<file path="config.mk">
export PLATFORM = sky130hd
export DESIGN_NAME = fpga_temp_monitor
export DESIGN_NICKNAME = d
export VERILOG_FILES = /design/src/rtl/fpga_temp_monitor.sv
export SDC_FILE = /design/constraint.sdc
export NUM_CORES = 1
export LEC_CHECK = 0
export BUFFER_PORTS_ARGS = -buffer_cell sky130_fd_sc_hd__buf_2
export CAP_MARGIN = 15
export CORE_AREA = 2 2 114 116
export CTS_CLUSTER_DIAMETER = 40
export DETAILED_ROUTE_END_ITERATION = 8
export DIE_AREA = 0 0 116 118
export HOLD_SLACK_MARGIN = 0.15
export PLACE_DENSITY = 0.77
export SYNTH_ARGS = -nofsm -noshare
export SYNTH_HDL_FRONTEND = slang
export SYNTH_SLANG_ARGS = --single-unit
</file>
<file path="constraint.sdc">
create_clock -name clk -period 5.3 [get_ports clk]
set_clock_uncertainty 0.2 [all_clocks]
set_input_delay 1.06 -clock clk [delete_from_list [all_inputs] [get_ports clk]]
set_output_delay 1.06 -clock clk [all_outputs]
set_load 0.1 [all_outputs]
</file>
<file path="src/rtl/fpga_temp_monitor.sv">
// fpga_temp_monitor
// Samples the synchronised die-temperature code on a fixed period, box-car
// averages 2^AVG_LOG2 samples, publishes each average, tracks the min/max of
// the published averages and raises an over-temperature alarm with hysteresis.
module fpga_temp_monitor #(
  parameter logic [15:0] SAMPLE_DIV = 16'd1000,
  parameter int          AVG_LOG2   = 3
) (
  input  logic        clk,
  input  logic        rst_n,
  input  logic        en,
  input  logic [11:0] temp_in,
  input  logic [11:0] hi_thresh,
  input  logic [11:0] hyst,
  input  logic        minmax_clr,
  output logic [11:0] avg_out,
  output logic        avg_valid,
  output logic [11:0] temp_min,
  output logic [11:0] temp_max,
  output logic        alarm,
  output logic        alarm_rise,
  output logic [15:0] avg_count
);

  localparam int          ACC_W    = 12 + AVG_LOG2;
  localparam logic [15:0] DIV_LAST = SAMPLE_DIV - 16'd1;
  localparam logic [4:0]  SMP_LAST = 5'((1 << AVG_LOG2) - 1);

  localparam logic [1:0] ST_IDLE    = 2'd0;
  localparam logic [1:0] ST_WAIT    = 2'd1;
  localparam logic [1:0] ST_PUBLISH = 2'd2;

  logic [1:0]       state_r;
  logic [15:0]      div_cnt_r;
  logic [4:0]       smp_cnt_r;
  logic [ACC_W-1:0] acc_r;

  logic [11:0] avg_out_r;
  logic        avg_valid_r;
  logic [11:0] temp_min_r;
  logic [11:0] temp_max_r;
  logic        alarm_r;
  logic        alarm_rise_r;
  logic [15:0] avg_count_r;
  logic        reload_r;

  logic        sample_s;
  logic        publish_s;
  logic [11:0] avg_s;
  logic [11:0] lo_s;
  logic        set_s;
  logic        clr_s;

  // A sample is due on the last cycle of each period; a publish is abandoned if en drops.
  assign sample_s  = (div_cnt_r == DIV_LAST);
  assign publish_s = en && (state_r == ST_PUBLISH);

  // Truncating average; the shift consumes the whole accumulator before narrowing.
  assign avg_s = 12'(acc_r >> AVG_LOG2);

  // Clear threshold saturates at zero, which makes the alarm sticky until reset.
  assign lo_s  = (hi_thresh >= hyst) ? (hi_thresh - hyst) : 12'd0;
  assign set_s = (avg_s >= hi_thresh);
  assign clr_s = (avg_s < lo_s);

  // Sampling schedule: period divider, sample counter and accumulator.
  always_ff @(posedge clk or negedge rst_n) begin
    if (!rst_n) begin
      state_r   <= ST_IDLE;
      div_cnt_r <= 16'd0;
      smp_cnt_r <= 5'd0;
      acc_r     <= '0;
    end else if (!en) begin
      state_r   <= ST_IDLE;
      div_cnt_r <= 16'd0;
      smp_cnt_r <= 5'd0;
      acc_r     <= '0;
    end else begin
      case (state_r)
        ST_IDLE: begin
          state_r   <= ST_WAIT;
          div_cnt_r <= 16'd0;
          smp_cnt_r <= 5'd0;
          acc_r     <= '0;
        end
        ST_WAIT: begin
          if (sample_s) begin
            acc_r     <= acc_r + ACC_W'(temp_in);
            div_cnt_r <= 16'd0;
            smp_cnt_r <= smp_cnt_r + 5'd1;
            if (smp_cnt_r == SMP_LAST) begin
              state_r <= ST_PUBLISH;
            end else begin
              state_r <= ST_WAIT;
            end
          end else begin
            div_cnt_r <= div_cnt_r + 16'd1;
          end
        end
        ST_PUBLISH: begin
          // Divider keeps running so the sample period is not stretched.
          div_cnt_r <= div_cnt_r + 16'd1;
          smp_cnt_r <= 5'd0;
          acc_r     <= '0;
          state_r   <= ST_WAIT;
        end
        default: begin
          state_r   <= ST_IDLE;
          div_cnt_r <= 16'd0;
          smp_cnt_r <= 5'd0;
          acc_r     <= '0;
        end
      endcase
    end
  end

  // Published results: average, count, min/max tracking and alarm with hysteresis.
  always_ff @(posedge clk or negedge rst_n) begin
    if (!rst_n) begin
      avg_out_r    <= 12'd0;
      avg_valid_r  <= 1'b0;
      temp_min_r   <= 12'd0;
      temp_max_r   <= 12'd0;
      alarm_r      <= 1'b0;
      alarm_rise_r <= 1'b0;
      avg_count_r  <= 16'd0;
      reload_r     <= 1'b1;
    end else begin
      avg_valid_r  <= publish_s;
      alarm_rise_r <= publish_s && set_s && !alarm_r;
      if (publish_s) begin
        avg_out_r   <= avg_s;
        avg_count_r <= avg_count_r + 16'd1;
        reload_r    <= 1'b0;
        if (minmax_clr || reload_r) begin
          temp_min_r <= avg_s;
          temp_max_r <= avg_s;
        end else begin
          temp_min_r <= (avg_s < temp_min_r) ? avg_s : temp_min_r;
          temp_max_r <= (avg_s > temp_max_r) ? avg_s : temp_max_r;
        end
        if (set_s) begin
          alarm_r <= 1'b1;
        end else if (clr_s) begin
          alarm_r <= 1'b0;
        end else begin
          alarm_r <= alarm_r;
        end
      end else if (minmax_clr) begin
        // Arm a reload; the visible min/max hold until the next publish.
        reload_r <= 1'b1;
      end else begin
        reload_r <= reload_r;
      end
    end
  end

  assign avg_out    = avg_out_r;
  assign avg_valid  = avg_valid_r;
  assign temp_min   = temp_min_r;
  assign temp_max   = temp_max_r;
  assign alarm      = alarm_r;
  assign alarm_rise = alarm_rise_r;
  assign avg_count  = avg_count_r;

endmodule
</file>
==> flow_metrics.tcl <==
set metrics [dict create \
    floorplan.die_area_sq_um 13700 \
    mostFrequentLayoutCells "dfrtp_1, buf_2, nand2_1, ha_1, nor2_1" \
    final_hold_viol_count 0 \
    vias_per_cell 5.51 \
    final_cells 925 \
    clk_latency_ns 0.35 \
    asyncSetResetFlopFracSynth_pct 100 \
    min_period_over_period_pct 78.6 \
    io_pins 95 \
    detail_route.first_pass.iterations 5 \
    power.leakage_uw 0.00357 \
    ys_types 61 \
    dpl-instance-area_sq_um 6760 \
    clk_root_buffer_cell "clkbuf_16" \
    clk_pin_slew_worst_paths_ns 0.07 \
    antenna_cells_inserted 0 \
    required_ns 5.31 \
    worst-r2r-setup-slack_ns 2.09 \
    gp_routability_congestion 0.876 \
    synthDominantAreaCellType "dfrtp_1" \
    vias 5099 \
    max-cap-violations 0 \
    setup-violations-final 0 \
    power_density_nw_per_um2 215 \
    globalRoute.totalOverflow 0 \
    floorplan.die.height_um 118 \
    numClockSinks 94 \
    synth_cells 656 \
    hpwl_um 10500 \
    grt_pass1_wl_um 23800 \
    register_bit_count_reported_by_yosys 94 \
    drt-initial-drc-count 295 \
    fin_area_sq_um 7050 \
    timing.setup.tns_ns 0 \
    initial_antenna_violation_count 0 \
    cpPeakStageDelay_ns 0.56 \
    largest_voltage_drop_on_the_vdd_net_uv 130 \
    synthesis.nets 775 \
    layout-area-overhead-vs-synth_pct 14.6 \
    max_clock_freq_ghz 0.240 \
    port-buffer-count 94 \
    endpoint_kind "flip-flop" \
    cts-root-to-sink-buffers 2 \
    totalWireLength_um 14300 \
    avgSynthCellArea_sq_um 9.37 \
    synth-warning-count 0 \
    drcViolationCount 0 \
    ant_nets 0 \
    setup.worst_path.start_class "primary input" \
    cts_inserted_buffers 9 \
    placed_instances 909 \
    synthesized_area_sq_um 6150 \
    holdBufCountCts 0 \
    first_global_vias 5032 \
    min_path_type "flip-flop to flip-flop" \
    grt_max_degree 61 \
    nets 867 \
    multi_input_gate_area_in_the_final_layout_sq_um 3500 \
    initial_core_util_pct 49.5 \
    floorplan.core_area_sq_um 12400 \
    postCtsResizedCells 0 \
    worst_slew_pin_slew_ns 0.999 \
    post_route_cells_drive_above_1_share_pct 18.6 \
    period_needed_ns 4.16 \
    ctsHtreeMaxLevel 3 \
    synth-seq-area-share_pct 38.3 \
    layout.core_utilization_pct 56.8 \
    worst_path_max_delay_cell "o21ai_1" \
    result_of_the_run "complete, no violations" \
    register_area_sq_um 2350 \
    path_max_fanout 11 \
    fin_worst_hold_slack_ns 0.261 \
    timing.slew.headroom_pct 33.2 \
    setup_repair_after_global_routing_missed_its_margin "no" \
    cts_tree "done" \
    finalMaxSlewViolations 0 \
    wl_per_cell_um 15.4 \
    path_cells "buf_2 -> inv_1 -> ha_1 -> fa_1 -> nor2b_1 -> o21ai_1 -> a31oi_1 -> o21ai_0 -> o21ai_1 -> nand2_1 -> ha_1 -> a21o_1 -> a21o_1 -> a21oi_1 -> o211ai_1 -> nand2_1 -> o211ai_1" \
    synth.area.top_cells "dfrtp_1, ha_1, nand2_1, xnor2_1, mux2_2" \
    netlist.area_leader.share_pct 37.9 \
    floorplan.die.width_um 116 \
    groute.usage.overall_pct 21.8 \
    num-fill-cells 1122 \
    placementRows 41 \
    timing.critical_path.arrival_ns 4.18 \
    synth_edf_count 0 \
    cts_setup_buffers 0 \
    timing.setup.critical_path_class "primary input to flip-flop" \
    synth_top_flop_cell "dfrtp_1" \
]
## power breakdown
group          internal, uW  switching, uW  total [uW]
combinational          65.0           99.7         165
clock                   328            305         633
sequential              718           1.75         720
total                  1110            407        1520
## worst max-delay path, delay by kind of cell
family	cells	cell delay [ns]
simple gates	3	0.33
buf+inv	2	0.13
fa+ha+maj	3	0.96
compound gates	9	1.69
## metrics by stage
| stage | total power, uW | worst slack (ns) |
|---|---|---|
| 2_1_floorplan | 841 | 1.46 |
| 3_3_place_gp | 890 | 0.990 |
| 3_5_place_dp | 898 | 0.818 |
| 4_1_cts | 1530 | 1.18 |
| 5_1_grt | 1580 | 0.853 |
| 6_report | 1520 | 1.14 |
## logic make-up after synthesis
logic type | after synthesis | synth area share [%]
and+or+nand+nor | 230 | 17.4
AOI/OAI and AO/OA | 110 | 12.1
DFF | 94 | 38.3
adders and majority gates | 79 | 16.3
buffers and inverters | 72 | 4.82
xor gates and xnor gates | 47 | 6.70
muxes | 24 | 4.36
## cells in the mapped netlist (all sizes together) (2+ instances only)
| cell | instances |
|---|---|
| a211o | 2 |
| a21oi | 33 |
| nor2 | 60 |
| xor2 | 21 |
| buf | 9 |
| nand3b | 2 |
| xnor2 | 26 |
| a311oi | 2 |
| o211ai | 6 |
| nand3 | 14 |
| o2111ai | 3 |
| o21a | 6 |
| nand4 | 22 |
| and2 | 3 |
| nor3 | 13 |
| dfrtp | 93 |
| o311ai | 3 |
| mux2i | 2 |
| nor2b | 9 |
| a211oi | 5 |
| o41ai | 2 |
| and3 | 5 |
| mux2 | 22 |
| a31oi | 6 |
| clkbuf | 5 |
| fa | 2 |
| nand2 | 87 |
| nand2b | 5 |
| nor4 | 4 |
| o21ai | 20 |
| and4 | 3 |
| o31ai | 2 |
| ha | 77 |
| a21o | 11 |
| inv | 58 |
| a41oi | 2 |
## flip-flops by register name, summed over array words and instances, names as in the netlist, 2 cells and up
name	count
temp_min	12
temp_max	12
div_cnt_r	16
smp_cnt_r	5
avg_count	16
acc_r	15
state_r	2
avg_out	12
## worst paths after layout
check / start / endpoint / cells past startpoint
min in group asynchronous: rst_n / smp_cnt_r[2] / 1
max: hi_thresh[0] / alarm / 17
min reg2reg: div_cnt_r[0] / div_cnt_r[0] / 1
max in group asynchronous: rst_n / avg_count[9] / 2
max reg2reg: state_r[0] / avg_count[11] / 8
min: div_cnt_r[0] / div_cnt_r[0] / 1
## layout make-up
cell class | count | share of cell area (%)
clock inverters | 6 | 0.763
multi-input cells | 490 | 49.6
clock buffers | 10 | 3.25
well taps | 172 | 3.05
inverters | 58 | 3.09
repair buffers | 95 | 6.82
flip-flops and latches | 94 | 33.4
## layer usage
| layer | global-route usage (%) | vias to the layer above | part of all wire (%) |
|---|---|---|---|
| met4 | 7.59 | 0 | 2.7 |
| met2 | 36.1 | 155 | 48 |
| met1 | 27.7 | 2433 | 43 |
| met5 | 0 | - | 0 |
| li1 | - | 2473 | - |
| met3 | 4.89 | 38 | 5.6 |
Power figures use the tool's default switching activity.
